## src/rtl/dma_bus_arbiter.sv

```systemverilog
// Two-master round-robin arbiter for the shared DMA memory bus (M0 host, M1 DMAC).
// Grants are registered; the bus mux follows the registered state combinationally.
module dma_bus_arbiter #(
   parameter int unsigned MAX_HOLD = 16,
   parameter int unsigned ADDR_W   = 8,
   parameter int unsigned DATA_W   = 32
) (
   input  logic              Clk,
   input  logic              reset_n,
   input  logic              M0_req,
   input  logic              M0_wr,
   input  logic [ADDR_W-1:0] M0_address,
   input  logic [DATA_W-1:0] M0_dout,
   output logic              M0_grant,
   input  logic              M1_req,
   input  logic              M1_wr,
   input  logic [ADDR_W-1:0] M1_address,
   input  logic [DATA_W-1:0] M1_dout,
   output logic              M1_grant,
   output logic              bus_sel,
   output logic              bus_wr,
   output logic [ADDR_W-1:0] bus_address,
   output logic [DATA_W-1:0] bus_dout,
   input  logic [DATA_W-1:0] bus_din,
   output logic [DATA_W-1:0] M_din
);

   typedef enum logic [1:0] {
      ST_IDLE = 2'd0,
      ST_GNT0 = 2'd1,
      ST_GNT1 = 2'd2
   } state_t;

   localparam logic [7:0] LP_MAX_HOLD   = 8'(MAX_HOLD);
   localparam logic       LP_PREEMPT_EN = (MAX_HOLD != 32'd0);

   state_t     r_state;
   state_t     w_state_nxt;
   logic [7:0] r_hold_cnt;
   logic [7:0] w_hold_cnt_nxt;
   logic       r_last_grant;      // 1'b1 = M1 was granted last
   logic       w_last_grant_nxt;
   logic       r_m0_grant;
   logic       r_m1_grant;
   logic       w_hold_lim;

   assign w_hold_lim = LP_PREEMPT_EN && (r_hold_cnt >= LP_MAX_HOLD);

   // Next-state decode: arbitration, release and hold-limit preemption
   always_comb begin
      w_state_nxt = r_state;
      case (r_state)
         ST_IDLE: begin
            if (M0_req && M1_req) begin
               w_state_nxt = r_last_grant ? ST_GNT0 : ST_GNT1;
            end else if (M0_req) begin
               w_state_nxt = ST_GNT0;
            end else if (M1_req) begin
               w_state_nxt = ST_GNT1;
            end else begin
               w_state_nxt = ST_IDLE;
            end
         end
         ST_GNT0: begin
            if (!M0_req) begin
               w_state_nxt = M1_req ? ST_GNT1 : ST_IDLE;
            end else if (M1_req && w_hold_lim) begin
               w_state_nxt = ST_GNT1;
            end else begin
               w_state_nxt = ST_GNT0;
            end
         end
         ST_GNT1: begin
            if (!M1_req) begin
               w_state_nxt = M0_req ? ST_GNT0 : ST_IDLE;
            end else if (M0_req && w_hold_lim) begin
               w_state_nxt = ST_GNT0;
            end else begin
               w_state_nxt = ST_GNT1;
            end
         end
         default: begin
            w_state_nxt = ST_IDLE;
         end
      endcase
   end

   // Hold counter and round-robin pointer; a fresh grant restarts the count at 1
   always_comb begin
      w_hold_cnt_nxt   = r_hold_cnt;
      w_last_grant_nxt = r_last_grant;
      if (w_state_nxt == ST_IDLE) begin
         w_hold_cnt_nxt = 8'd0;
      end else if (w_state_nxt != r_state) begin
         w_hold_cnt_nxt   = 8'd1;
         w_last_grant_nxt = (w_state_nxt == ST_GNT1);
      end else if (r_hold_cnt == 8'd255) begin
         w_hold_cnt_nxt = 8'd255;
      end else begin
         w_hold_cnt_nxt = r_hold_cnt + 8'd1;
      end
   end

   // State, counter and grant registers with synchronous reset
   always_ff @(posedge Clk) begin
      if (!reset_n) begin
         r_state      <= ST_IDLE;
         r_hold_cnt   <= 8'd0;
         r_last_grant <= 1'b1;
         r_m0_grant   <= 1'b0;
         r_m1_grant   <= 1'b0;
      end else begin
         r_state      <= w_state_nxt;
         r_hold_cnt   <= w_hold_cnt_nxt;
         r_last_grant <= w_last_grant_nxt;
         r_m0_grant   <= (w_state_nxt == ST_GNT0);
         r_m1_grant   <= (w_state_nxt == ST_GNT1);
      end
   end

   assign M0_grant = r_m0_grant;
   assign M1_grant = r_m1_grant;
   assign M_din    = bus_din;

   // Bus mux: only the granted master reaches the slave; idle drives zeros
   always_comb begin
      bus_sel     = 1'b0;
      bus_wr      = 1'b0;
      bus_address = {ADDR_W{1'b0}};
      bus_dout    = {DATA_W{1'b0}};
      case (r_state)
         ST_GNT0: begin
            bus_sel     = 1'b1;
            bus_wr      = M0_wr;
            bus_address = M0_address;
            bus_dout    = M0_dout;
         end
         ST_GNT1: begin
            bus_sel     = 1'b1;
            bus_wr      = M1_wr;
            bus_address = M1_address;
            bus_dout    = M1_dout;
         end
         default: begin
            bus_sel     = 1'b0;
            bus_wr      = 1'b0;
            bus_address = {ADDR_W{1'b0}};
            bus_dout    = {DATA_W{1'b0}};
         end
      endcase
   end

endmodule

```

## config.mk

```make
export PLATFORM = sky130hd
export DESIGN_NAME = dma_bus_arbiter
export DESIGN_NICKNAME = d
export VERILOG_FILES = /design/src/rtl/dma_bus_arbiter.sv
export SDC_FILE = /design/constraint.sdc
export NUM_CORES = 1
export LEC_CHECK = 0
export ABC_CLOCK_PERIOD_IN_PS = 3300
export BUFFER_PORTS_ARGS = -buffer_cell sky130_fd_sc_hd__buf_2
export CAP_MARGIN = 20
export CORE_AREA = 2 2 75 77
export DETAILED_ROUTE_END_ITERATION = 8
export DIE_AREA = 0 0 77 79
export PLACE_DENSITY = 0.78
export SYNTH_ARGS = -nofsm -noshare
export SYNTH_HDL_FRONTEND = slang
export SYNTH_SLANG_ARGS = --single-unit
export TNS_END_PERCENT = 20
```

## constraint.sdc

```tcl
create_clock -name Clk -period 3.3 [get_ports Clk]
set_input_delay 0 -clock Clk [delete_from_list [all_inputs] [get_ports Clk]]
set_output_delay 0 -clock Clk [all_outputs]
set_load 0.005 [all_outputs]
```

==> results.md <==
* Run status: complete, no violations
* Clk_lat worst skew at 0.24 ns
* PortBufs at 129
* Reg power frac at 28.2%
* Final Max Tran Viols at 0
* Crit-path slowest cell: dfxtp_1
* Post-CTS Resized at 0
* Dpl hpwl at 4.44 mm
* Post-Synth XOR/XNOR Area at 2.07%
* Vias in the first global route at 1,641
* Die area at 6080 um^2
* Max Clk Rate at 0.395 GHz
* Worst Path Max Fanout at 28
* Clock power share at 22.7%
* CP Data Arrival Time at 2.69 ns
* TNS Setup at 0 ns
* Sw Share at 35.8%
* Cells along the critical path: inv_1 -> ha_1 -> buf_4 -> or2_1 -> nand3_1 -> o2bb2ai_4 -> xnor2_1 -> a32oi_4 -> nor4b_2
* Largest net degree at the start of global routing at 29
* Pleak at 1.05 nW
* Main synth FF type: dfxtp_1
* Clock root buffer: clkbuf_8
* Gr usage total at 16.6%
* Fin nets at 437
* CP Capture Type: register
* Post-Syn Area at 1690 um^2
* Vert. Die Dim at 79 um
* Yosys top cell by area: a22oi_1
* CP required at 3.46 ns
* Layout Cells excl Fill at 384
* Pre-antenna DRT Iters at 4
* Syn-to-layout area delta at 30.9%
* Hold_ws at 0.00000197 ns
* Total net switching power at 225 uW
* Share of layout cells above drive strength 1 at 49.0%
* Normalized max-slew margin at 56.6%
* Worst slew pin tran at 0.651 ns
* Max VDD drop at 0.000176 V
* Distinct cells, synth at 39
* Yosys top cell area share at 18.2%
* Post-synthesis average cell area at 7.67 um^2
* Min cycle time layout at 2.53 ns
* Die width at 77 um
* CTS Buffer Depth at 2
* Synth area leaders: a22oi_1 18%, dfxtp_1 15%, nor2b_1 15%
* Syn Nets at 345
* I/O pins at 194
* CTS tree: done
* Placed cell count at 380
* Number of synthesized flops with an enable pin at 0
* Initial antenna violation count at 0
* Slowest stage delay, CP at 0.54 ns
* WP buf/inv at 2
* Largest family of logic cells by synthesized area: simple AND/OR/NAND/NOR gates
* Sequential area share after synthesis at 15.4%
* Synth Area in Simple Gates at 30.2%
* Post-synth top cells: 41 x a22oi_1, 41 x nor2b_1, 32 x buf_4, 15 x clkbuf_1, 13 x dfxtp_1
* Initial DRC count at 77
* Post-Synth Adder-Cell Area at 4.43%
* Max H-tree Level at 1
* Compound-gate portion of the synthesized area at 27.9%
* Startpoint types: register
* Setup-failing EPs final at 0
* Comb pwr share at 49.1%
* Routed wire length per instance at 13.9 um
* Post-CTS Setup Bufs at 0
* TritonCTS Buffers at 3
* Final Cycle Share at 76.8%
* Clock sinks at 13
* Synth warn at 0
* RSZ-0062 raised after global routing: no
* Setup CP Type: reg -> reg
* Yosys reg bits at 13
* Fillers at 568
* Clk_skew at 0.00332 ns
* Final wirelength at 5.35 mm
* Hold Vio Cnt, Final at 0
* Pwr Density at 284 nW/um^2
* Cell count after synthesis at 221
* Post-synthesis mux area share at 1.18%
* DRC violations left at 0
* FP Rows at 27
* Total internal power at 405 uW
* Vias at 1,858
* DR vias/cell at 4.84
* Routability cong. at 0.859
* Core Area at 5340 um^2
* Clock Pin Slew Worst Setup and Hold Paths at 0.06 ns
* Hold Crit Class: in -> out
* Synth async-reset ratio at 0%
* Post-CTS Hold Fix Bufs at 0
* First-pass GRT wire length at 8.30 mm
* Total power at 630 uW
* Largest delay share family, worst path: simple AND/OR/NAND/NOR gates
* Initial core utilization at 31.7%
* Max-cap violations at 0
* Ant diodes at 0
* Post-route ant nets at 0
* Gr ovfl total at 0
-- metrics by stage --
stage                     setup slack, ns  utilization [%]  area [um^2]
after floorplan                      1.04                -         1690
after global placement              0.882             40.7         2170
after detailed placement            0.792             40.7         2170
after CTS                           0.785             41.5         2220
after global routing                0.558             41.5         2220
final                               0.767             41.5         2220
-- layer usage --
metal / vias to the layer above / routed length (um) / GRT usage, %
li1: 923 / - / -
met1: 855 / 2310 / 22.6
met2: 74 / 2690 / 27.9
met3: 6 / 276 / 2.84
met4: 0 / 69 / 2.86
met5: - / 0 / 0
-- power by group through the flow --
stage,Clock (mW),Combinational [mW],Sequential [mW]
after CTS,0.148,0.312,0.177
after detailed placement,0,0.311,0.181
after global placement,0,0.304,0.180
after global routing,0.156,0.347,0.179
after floorplan,0,0.222,0.178
final,0.143,0.310,0.178
-- layout make-up --
class / count / area (um^2) / area share [%]
Clock buffer: 3 / 41.3 / 1.86
Tap cell: 72 / 90.1 / 4.06
Clock inverter: 1 / 5.00 / 0.226
Sequential cell: 13 / 260 / 11.7
Multi-Input combinational cell: 155 / 1110 / 50.3
Timing Repair Buffer: 134 / 683 / 30.8
Inverter: 6 / 22.5 / 1.02
-- path summary, 6_finish.rpt --
check | from | endpoint | slack [ns] | cells past startpoint
worst max-delay path | r_state[0] | r_hold_cnt[6] | 0.77 | 9
worst min-delay path | bus_din[13] | M_din[13] | 0.000002 | 0
worst max register to register | r_state[0] | r_hold_cnt[6] | 0.77 | 9
worst min register to register | r_hold_cnt[0] | r_hold_cnt[0] | 0.63 | 3
-- worst register-to-register path, cell delays in order (launching register included) --
cell       delay (ns)
dfxtp_1          0.54
inv_1            0.14
ha_1             0.24
buf_4            0.22
or2_1            0.26
nand3_1          0.13
o2bb2ai_4        0.11
xnor2_1          0.27
a32oi_4          0.23
nor4b_2          0.30
-- cell usage in the layout (no fill, tap or decap), drive strengths merged, types with 2 or more instances in the layout --
master   synthesis  final
nand2b           2      2
and2             2      2
nor2b           42     42
inv              6      6
a21oi            3      3
o21ai            7      7
dfxtp           13     13
xor2             2      2
o2bb2ai          2      2
nor2            10     10
or2              2      2
ha               6      6
nor3b            2      2
clkbuf          15      3
mux2i            2      2
xnor2            2      2
a22oi           41     41
and3             2      2
nand2           10     10
buf             32    134
nand3            7      7
-- logic make-up (layout without fill, tap and decap cells) --
logic type / after synthesis / count (layout)
compound gates: 60 / 60
xor+xnor: 4 / 4
fa+ha+maj: 6 / 6
buf+inv: 53 / 144
flops: 13 / 13
mux: 2 / 2
simple gates: 83 / 83
-- state kept, by name, summed over array words and instances, names as in the netlist --
register / flops
M0_grant: 1
r_last_grant: 1
M1_grant: 1
r_state: 2
r_hold_cnt: 8
No activity file was read; power rests on OpenSTA's default activity.
